[src/rtl/cim_pkg.sv]
// Shared constants and types for the CIM weight path (loader and CIM_Unit).
// Latency: n/a (package only).
// Backpressure: n/a.
package cim_pkg;

  // Geometry of one CIM core: 64 rows of 8 columns x 9 groups of 4-bit weights.
  localparam int ROWS     = 64;
  localparam int ROW_W    = 6;
  localparam int WGT_W    = 4;
  localparam int WGT_COLS = 8;
  localparam int WGT_GRP  = 9;
  localparam int DATA_W   = WGT_W * WGT_COLS * WGT_GRP;

  // Partial sum width: a 4b x 4b product accumulated over all rows.
  localparam int PSUM_W   = 2 * WGT_W + ROW_W;

  typedef enum logic [2:0] {
    ST_IDLE,
    ST_WRITE,
    ST_LOADED,
    ST_READ,
    ST_SWAP
  } ld_state_e;

endpackage

[src/rtl/cim_rd_pipe.sv]
// Readback return pipe: tracks an STDR strobe and captures weight_out when it is due.
// Latency: rd_valid_o/rd_data_o appear RD_LAT cycles after stdr_i is seen high.
// Backpressure: none; one capture per strobe, the caller keeps strobes apart.
// Ports: clk/rst; stdr_i registered read strobe; weight_out_i CIM read data;
//        rd_valid_o one-cycle data-valid pulse; rd_data_o captured row.
module cim_rd_pipe
  import cim_pkg::*;
#(
  parameter int RD_LAT = 1
) (
  input  logic              clk,
  input  logic              rst,
  input  logic              stdr_i,
  input  logic [DATA_W-1:0] weight_out_i,
  output logic              rd_valid_o,
  output logic [DATA_W-1:0] rd_data_o
);

  logic [RD_LAT-1:0] vld_q;
  logic [DATA_W-1:0] rd_data_q;
  // tap[k] is high k cycles after the strobe; tap[0] is the strobe itself, so
  // the capture enable tap[RD_LAT-1] lines up with the edge that fills tap[RD_LAT].
  logic [RD_LAT:0]   tap;

  assign tap = {vld_q, stdr_i};

  always_ff @(posedge clk or posedge rst) begin
    if (rst) begin
      vld_q     <= '0;
      rd_data_q <= '0;
    end else begin
      vld_q <= tap[RD_LAT-1:0];
      if (tap[RD_LAT-1]) begin
        rd_data_q <= weight_out_i;
      end
    end
  end

  assign rd_valid_o = tap[RD_LAT];
  assign rd_data_o  = rd_data_q;

endmodule

[src/rtl/cim_weight_loader.sv]
// Loads 64 weight rows into the standby CIM core over STDW, swaps cores, serves STDR readbacks.
// Latency: accepted row -> STDW next cycle; read accept -> STDR next cycle -> rd_valid RD_LAT later.
// Backpressure: wt_ready/rd_ready low outside IDLE/WRITE resp. IDLE/LOADED; reads win over rows.
// Ports: wt_* upstream row stream; swap_ok/flush control; rd_* readback; bank_ready load done;
//        CIM_Core_A, STDW, STDR, STD_en, STD_row_A, weight_in registered to CIM; weight_out back.
module cim_weight_loader
  import cim_pkg::*;
#(
  parameter int RD_LAT = 1
) (
  input  logic              clk,
  input  logic              rst,
  input  logic              wt_valid,
  input  logic [DATA_W-1:0] wt_data,
  output logic              wt_ready,
  input  logic              swap_ok,
  input  logic              flush,
  input  logic              rd_req,
  input  logic [ROW_W-1:0]  rd_row,
  output logic              rd_ready,
  output logic              rd_valid,
  output logic [DATA_W-1:0] rd_data,
  output logic              bank_ready,
  output logic              CIM_Core_A,
  output logic              STDW,
  output logic              STDR,
  output logic              STD_en,
  output logic [ROW_W-1:0]  STD_row_A,
  output logic [DATA_W-1:0] weight_in,
  input  logic [DATA_W-1:0] weight_out
);

  ld_state_e         state_q, state_d;
  logic [ROW_W-1:0]  cnt_q, cnt_d;
  logic              org_q, org_d;      // read launched from LOADED
  logic              stdw_q, stdw_d;
  logic              stdr_q, stdr_d;
  logic              std_en_q;
  logic [ROW_W-1:0]  row_q, row_d;
  logic [DATA_W-1:0] win_q, win_d;
  logic              core_q, core_d;
  logic              bank_q, bank_d;
  logic              wt_rdy_c, rd_rdy_c;
  logic              pipe_vld;

  always_comb begin
    state_d  = state_q;
    cnt_d    = cnt_q;
    org_d    = org_q;
    stdw_d   = 1'b0;
    stdr_d   = 1'b0;
    row_d    = row_q;
    win_d    = win_q;
    core_d   = core_q;
    bank_d   = bank_q;
    wt_rdy_c = 1'b0;
    rd_rdy_c = 1'b0;

    case (state_q)
      ST_IDLE: begin
        rd_rdy_c = 1'b1;
        wt_rdy_c = ~rd_req;
        if (rd_req) begin
          stdr_d  = 1'b1;
          row_d   = rd_row;
          org_d   = 1'b0;
          state_d = ST_READ;
        end else if (wt_valid) begin
          // Counter is always 0 here, so this is row 0 of a new load.
          stdw_d  = 1'b1;
          row_d   = cnt_q;
          win_d   = wt_data;
          cnt_d   = cnt_q + ROW_W'(1);
          state_d = ST_WRITE;
        end
      end

      ST_WRITE: begin
        if (flush) begin
          // Aborting load: accept nothing more; an STDW already registered still goes out.
          cnt_d   = '0;
          state_d = ST_IDLE;
        end else begin
          wt_rdy_c = 1'b1;
          if (wt_valid) begin
            stdw_d = 1'b1;
            row_d  = cnt_q;
            win_d  = wt_data;
            if (cnt_q == ROW_W'(ROWS - 1)) begin
              cnt_d   = '0;
              state_d = ST_LOADED;
            end else begin
              cnt_d = cnt_q + ROW_W'(1);
            end
          end
        end
      end

      ST_LOADED: begin
        if (flush) begin
          bank_d  = 1'b0;
          state_d = ST_IDLE;
        end else begin
          // Raising here puts bank_ready one cycle after the final STDW.
          bank_d = 1'b1;
          if (swap_ok) begin
            state_d = ST_SWAP;
          end else begin
            rd_rdy_c = 1'b1;
            if (rd_req) begin
              stdr_d  = 1'b1;
              row_d   = rd_row;
              org_d   = 1'b1;
              state_d = ST_READ;
            end
          end
        end
      end

      ST_READ: begin
        if (pipe_vld) begin
          state_d = org_q ? ST_LOADED : ST_IDLE;
        end
      end

      ST_SWAP: begin
        core_d  = ~core_q;
        bank_d  = 1'b0;
        state_d = ST_IDLE;
      end

      default: state_d = ST_IDLE;
    endcase
  end

  always_ff @(posedge clk or posedge rst) begin
    if (rst) begin
      state_q  <= ST_IDLE;
      cnt_q    <= '0;
      org_q    <= 1'b0;
      stdw_q   <= 1'b0;
      stdr_q   <= 1'b0;
      std_en_q <= 1'b0;
      row_q    <= '0;
      win_q    <= '0;
      core_q   <= 1'b0;
      bank_q   <= 1'b0;
    end else begin
      state_q  <= state_d;
      cnt_q    <= cnt_d;
      org_q    <= org_d;
      stdw_q   <= stdw_d;
      stdr_q   <= stdr_d;
      std_en_q <= stdw_d | stdr_d;
      row_q    <= row_d;
      win_q    <= win_d;
      core_q   <= core_d;
      bank_q   <= bank_d;
    end
  end

  cim_rd_pipe #(
    .RD_LAT (RD_LAT)
  ) u_rd_pipe (
    .clk          (clk),
    .rst          (rst),
    .stdr_i       (stdr_q),
    .weight_out_i (weight_out),
    .rd_valid_o   (pipe_vld),
    .rd_data_o    (rd_data)
  );

  // Ready terms are combinational; hold them low while reset is applied.
  assign wt_ready   = wt_rdy_c & ~rst;
  assign rd_ready   = rd_rdy_c & ~rst;
  assign rd_valid   = pipe_vld;
  assign bank_ready = bank_q;
  assign CIM_Core_A = core_q;
  assign STDW       = stdw_q;
  assign STDR       = stdr_q;
  assign STD_en     = std_en_q;
  assign STD_row_A  = row_q;
  assign weight_in  = win_q;

endmodule

[config.mk]
export PLATFORM = sky130hd
export DESIGN_NAME = cim_weight_loader
export DESIGN_NICKNAME = d
export VERILOG_FILES = /design/src/rtl/cim_pkg.sv /design/src/rtl/cim_rd_pipe.sv /design/src/rtl/cim_weight_loader.sv
export SDC_FILE = /design/constraint.sdc
export NUM_CORES = 1
export LEC_CHECK = 0
export ABC_AREA = 1
export CORE_AREA = 3 3 464 466
export DETAILED_ROUTE_END_ITERATION = 7
export DIE_AREA = 0 0 467 469
export SYNTH_ARGS = -nofsm -noshare
export SYNTH_HDL_FRONTEND = slang
export SYNTH_SLANG_ARGS = --single-unit
[constraint.sdc]
create_clock -name clk -period 23.5 [get_ports clk]
set_input_delay 3.525 -clock clk [delete_from_list [all_inputs] [get_ports clk]]
set_output_delay 3.525 -clock clk [all_outputs]
set_load 0.05 [all_outputs]
==> results of run 1 <==
-- cells in the final DEF (no fill, tap or decap), types with 9 or more instances in the layout --
| cell | synthesis | routed |
|---|---|---|
| nor2_1 | 9 | 9 |
| buf_4 | 3 | 21 |
| clkbuf_16 | 0 | 79 |
| nand2_1 | 658 | 658 |
| clkbuf_8 | 0 | 11 |
| clkbuf_1 | 71 | 17 |
| diode_2 | 0 | 69 |
| clkdlybuf4s50_1 | 0 | 1177 |
| dfrtp_1 | 598 | 597 |
| mux2_2 | 288 | 288 |
| nand3_1 | 18 | 18 |
| inv_1 | 19 | 17 |
| clkinv_2 | 0 | 12 |
| o21ai_0 | 300 | 300 |
-- state kept, by name (all words and copies together), names as in the netlist --
register and count:
u_rd_pipe.rd_data_o 288, weight_in 288, STD_row_A 6, cnt_q 6, state_q 3, CIM_Core_A 1, STDR 1, STDW 1
STD_en 1, bank_ready 1, org_q 1, u_rd_pipe.rd_valid_o 1
-- area by class of cell --
type / count / area [sq um]
Fill cell: 23100 / 171000
Timing Repair Buffer: 1198 / 11900
Tap cell: 2821 / 3530
Multi-Input combinational cell: 1290 / 7470
Clock buffer: 107 / 2190
Antenna cell: 69 / 173
Clock inverter: 30 / 373
Sequential cell: 598 / 15000
Inverter: 20 / 97.6
-- critical path: stages --
cell and delay (ps):
clkdlybuf4s50_1 490, inv_1 170, nand3_1 120, nand2_1 210, inv_8 180, nor2_1 150
clkdlybuf4s50_1 820
-- through the flow --
stage	utilization, %	hold slack (ps)	worst slack [ps]	instances
after floorplan	-	450	3240	2038
after global placement	18.0	467	14290	5927
after detailed placement	18.0	471	14350	5927
after CTS	19.2	479	14330	6064
after global routing	19.2	509	14200	6072
final	19.3	480	14310	6133
-- power groups by stage --
stage,Clock [mW],Sequential (mW),Combinational [mW]
finish,1.21,1.81,4.07
global route,1.29,1.88,4.25
CTS,1.26,1.82,4.14
detailed placement,0,1.83,4.13
global placement,0,1.80,4.11
floorplan,0,3.51,0.755
-- metal layers --
layer | track usage (%) | part of all wire (%) | vias up
met3 | 11.6 | 17 | 423
li1 | - | - | 9168
met4 | 3.51 | 2.8 | 206
met5 | 0 | 0.87 | -
met1 | 13.7 | 34 | 10200
met2 | 22.3 | 45 | 1220
-- final timing paths --
path	startpoint	to	slack [ps]	depth (start not counted)
worst max-delay path	rd_req	wt_ready	14310	7
worst min-delay path	CIM_Core_A	CIM_Core_A	480	1
worst max register to register	STDR	u_rd_pipe.rd_data_o[98]	19480	5
worst min register to register	CIM_Core_A	CIM_Core_A	480	1
max in group asynchronous	rst	u_rd_pipe.rd_data_o[85]	17900	4
min in group asynchronous	rst	weight_in[104]	3430	2
-- kinds of logic after synthesis --
| logic type | synth area share, % |
|---|---|
| compound gates | 6.55 |
| mux | 14.0 |
| flops | 64.4 |
| xor+xnor | 0.113 |
| fa+ha+maj | 0.0539 |
| buf+inv | 3.37 |
| simple gates | 11.5 |
==> reports/metrics.yaml, run 1 <==
status: "completed"
gp_congestion: 0.837
finalCriticalPeriod_ps: 9190
syn_avg_cell_area_sq_um: 11.4
numCtsBuffers: 78
synth-async-reset-ratio_pct: 100
grt_pass1_vias: 21400
final_cell_area_sq_um: 40700
p_sw_mw: 3.57
worst_clock_skew_ps: 38.1
synth.most_common_cell: "nand2_1"
drive_gt1_share_pct: 13.5
start_util_pct: 11.0
placed_area_sq_um: 38000
clockBufferDepth: 3
holdCritPathClass: "register to register"
vias_per_cell: 3.47
p_per_area_nw_per_um2: 174
drc: 0
htree_levels: 3
antenna_found_initial: 247
pwr-share-clk_pct: 17.1
die_x_um: 467
critPathArrivalTime_ps: 5660
port_buffers: 1177
grt_use_total_pct: 13.9
p_int_mw: 3.53
hpwl_um: 134000
wirelength_um: 159000
dieHeight_um: 469
timing.fmax_ghz: 0.109
ir_worst_vdd_mv: 0.0845
drv_slew: 0
yosys-top-cells-count: "nand2_1 (658), dfrtp_1 (598), o21ai_0 (300)"
die_area_sq_um: 219000
p_seq_share_pct: 25.6
drt_iter0_drc: 1239
cts-resized-gates: 0
ios: 1178
cts_sinks: 598
rows: 169
netSwitchingFraction_pct: 50.3
clk_latency_ps: 700
via_count: 21300
grt.overflow.total: 0
setup_viol: 0
yosysSeqAreaShare_pct: 64.4
syn-num-nets: 2627
rsz0062_at_grt: "no"
ant_nets: 0
period_share_pct: 39.1
required_ps: 19980
end_kind: "primary output"
cts_setup_buffers: 0
worst-path-max-fanout: 63
root_buffer: "clkbuf_16"
synth_flop_cell: "dfrtp_1"
synth_area_sq_um: 23200
synth_top_area_share_pct: 64.4
final_nets: 3775
maxCapViolCount: 0
cts_tree: "yes"
synth_largest_area_cell: "dfrtp_1"
max-slew-margin-rel_pct: 27.1
synthCells: 2038
start_kind: "input pin"
power_frac_comb_pct: 57.3
ys_types: 22
ys_seq_elements: 598
wire_per_inst_um: 26.0
core_area_sq_um: 212000
hold_buffers: 0
fin_setup_tns_ps: 0
area_growth_pct: 75.5
grt_pass1_wl_um: 203000
grt_start_max_net_pins: 115
power.total_mw: 7.09
worst_pin_slew_ps: 1090
synth_edf_count: 0
synthTopCellsByArea: "dfrtp_1 (64%), mux2_2 (14%), nand2_1 (11%)"
setup.worst_path.class: "input pin to primary output"
synth_warnings: 0
drt_first_pass_iters: 5
cts.clk_slew.worst_paths_ps: 50
hold_violations: 0
p_leak_nw: 16.7
(Power assumes the default switching activity.)
==> inputs of run 2 (changes only) <==
==> constraint.sdc (replaced) <==
create_clock -name clk -period 9.05 [get_ports clk]
set_input_delay 1.3575 -clock clk [delete_from_list [all_inputs] [get_ports clk]]
set_output_delay 1.3575 -clock clk [all_outputs]
set_load 0.05 [all_outputs]
==> run 2 against run 1 <==
Compared with the run above: worst hold slack worse by 5.0 ps; global-route usage is 0.95 points lower; utilization is 0.054 points higher; die area stayed put; non-clock buffer count stayed put; count of clock-buffer cells in the layout is 5 higher; clock skew is 8.1 ps lower; total power grew to 2.6 times the previous value; cell count hardly changed; largest cell class unchanged.
==> reports/metrics.yaml, run 2 (synthesis results as in run 1) <==
status: "completed"
grt_pass1_wl_um: 191000
hold_violations: 0
power_frac_comb_pct: 57.0
holdCritPathClass: "register to register"
p_leak_nw: 16.7
p_per_area_nw_per_um2: 454
period_share_pct: 55.2
p_sw_mw: 9.33
final_nets: 3777
fin_setup_tns_ps: 0
htree_levels: 3
die_area_sq_um: 219000
pwr-share-clk_pct: 17.5
hpwl_um: 123000
multi_input_area_sq_um: 7470
post-route-util_pct: 19.3
cts_tree: "yes"
end_kind: "primary output"
core_area_sq_um: 212000
drt_iter0_drc: 1099
drv_slew: 0
netSwitchingFraction_pct: 50.3
via_count: 20800
ant_nets: 0
grt_use_total_pct: 13.0
r2r-start: "state_q[1]"
cts-resized-gates: 0
max-slew-margin-rel_pct: 26.9
drc: 0
antenna_found_initial: 206
start_kind: "input pin"
port_buffers: 1177
r2r_slack_ps: 5910
grt.overflow.total: 0
fillers: 23000
p_seq_share_pct: 25.5
worst-path-max-fanout: 103
ir_worst_vdd_mv: 0.272
clk_latency_ps: 720
vias_per_cell: 3.40
cts_setup_buffers: 0
start_util_pct: 11.0
cts.clk_slew.worst_paths_ps: 60
drive_gt1_share_pct: 13.6
grt_start_max_net_pins: 150
hold_buffers: 0
rows: 169
final_common_cell: "clkdlybuf4s50_1"
finalCriticalPeriod_ps: 4990
wire_per_inst_um: 24.2
timing.fmax_ghz: 0.200
gp_congestion: 0.833
path_cells: "clkdlybuf4s50_1 -> inv_1 -> nand3_2 -> nand2_1 -> inv_8 -> nor2_1 -> clkdlybuf4s50_1"
rsz0062_at_grt: "no"
worst_pin_slew_ps: 1100
cpMaxStageDelayCell: "clkdlybuf4s50_1"
cts_sinks: 598
ff2ff_path_depth: 8
numCtsBuffers: 80
p_int_mw: 9.20
critPathLaunch: "flush"
area_growth_pct: 76.0
ios: 1178
required_ps: 7690
worst_clock_skew_ps: 30.0
wirelength_um: 149000
dieHeight_um: 469
root_buffer: "clkbuf_16"
drt_first_pass_iters: 6
setup_viol: 0
clockBufferDepth: 3
maxCapViolCount: 0
reg2reg_to: "weight_in[19]"
setup.worst_path.class: "input pin to primary output"
critPathArrivalTime_ps: 3630
grt_pass1_vias: 21100
cp_common_cell: "clkdlybuf4s50_1"
critPathMaxStageDelay_ps: 830
final_cell_mix: "clkdlybuf4s50_1 (1177), nand2_1 (658), dfrtp_1 (597)"
seq_area_sq_um: 15000
crit_end: "wt_ready"
die_x_um: 467
[run 2: layout make-up]
| cell class | count | area share (%) |
|---|---|---|
| Multi-Input combinational cell | 1290 | 18.3 |
| Sequential cell | 598 | 36.6 |
| Clock inverter | 31 | 0.897 |
| Antenna cell | 58 | 0.355 |
| Timing Repair Buffer | 1198 | 29.3 |
| Tap cell | 2821 | 8.64 |
| Inverter | 20 | 0.230 |
| Clock buffer | 112 | 5.62 |
[run 2: how the worst min path moves through the flow]
stage	slack, ps	cells past startpoint	start	endpoint
floorplan	450	2	org_q	org_q
global placement	460	1	CIM_Core_A	CIM_Core_A
detailed placement	470	1	CIM_Core_A	CIM_Core_A
CTS	470	1	CIM_Core_A	CIM_Core_A
global route	510	1	CIM_Core_A	CIM_Core_A
finish	480	1	CIM_Core_A	CIM_Core_A
[run 2: power by group through the flow]
stage                     Combinational, mW  Sequential (mW)  Clock (mW)
after floorplan                        1.96             9.13           0
after global placement                 10.7             4.73           0
after detailed placement               10.8             4.78           0
after CTS                              10.8             4.75        3.38
after global routing                   11.0             4.91        3.47
final                                  10.6             4.73        3.25
[run 2: metrics by stage]
stage               total power [mW]  cell area (sq um)  worst slack, ps  hold WS [ps]  instances
finish                          18.5              40900             4060           475       6128
global route                    19.4              40700             3970           508       6076
CTS                             18.9              40700             4070           474       6070
detailed placement              15.5              38100             3920           467       5927
global placement                15.4              38100             4000           461       5927
floorplan                       11.1              23200             -463           450       2038
[run 2: routing by layer]
layer / up-vias / wire (um) / track usage, %
li1: 9146 / - / -
met1: 9997 / 51200 / 12.7
met2: 1147 / 64800 / 20.0
met3: 382 / 24800 / 10.5
met4: 170 / 6590 / 5.36
met5: - / 1110 / 0
[run 2: worst max-delay path: cells and delay by family]
kind | cells | cell delay [ps]
simple gates | 3 | 520
buf+inv | 4 | 1620
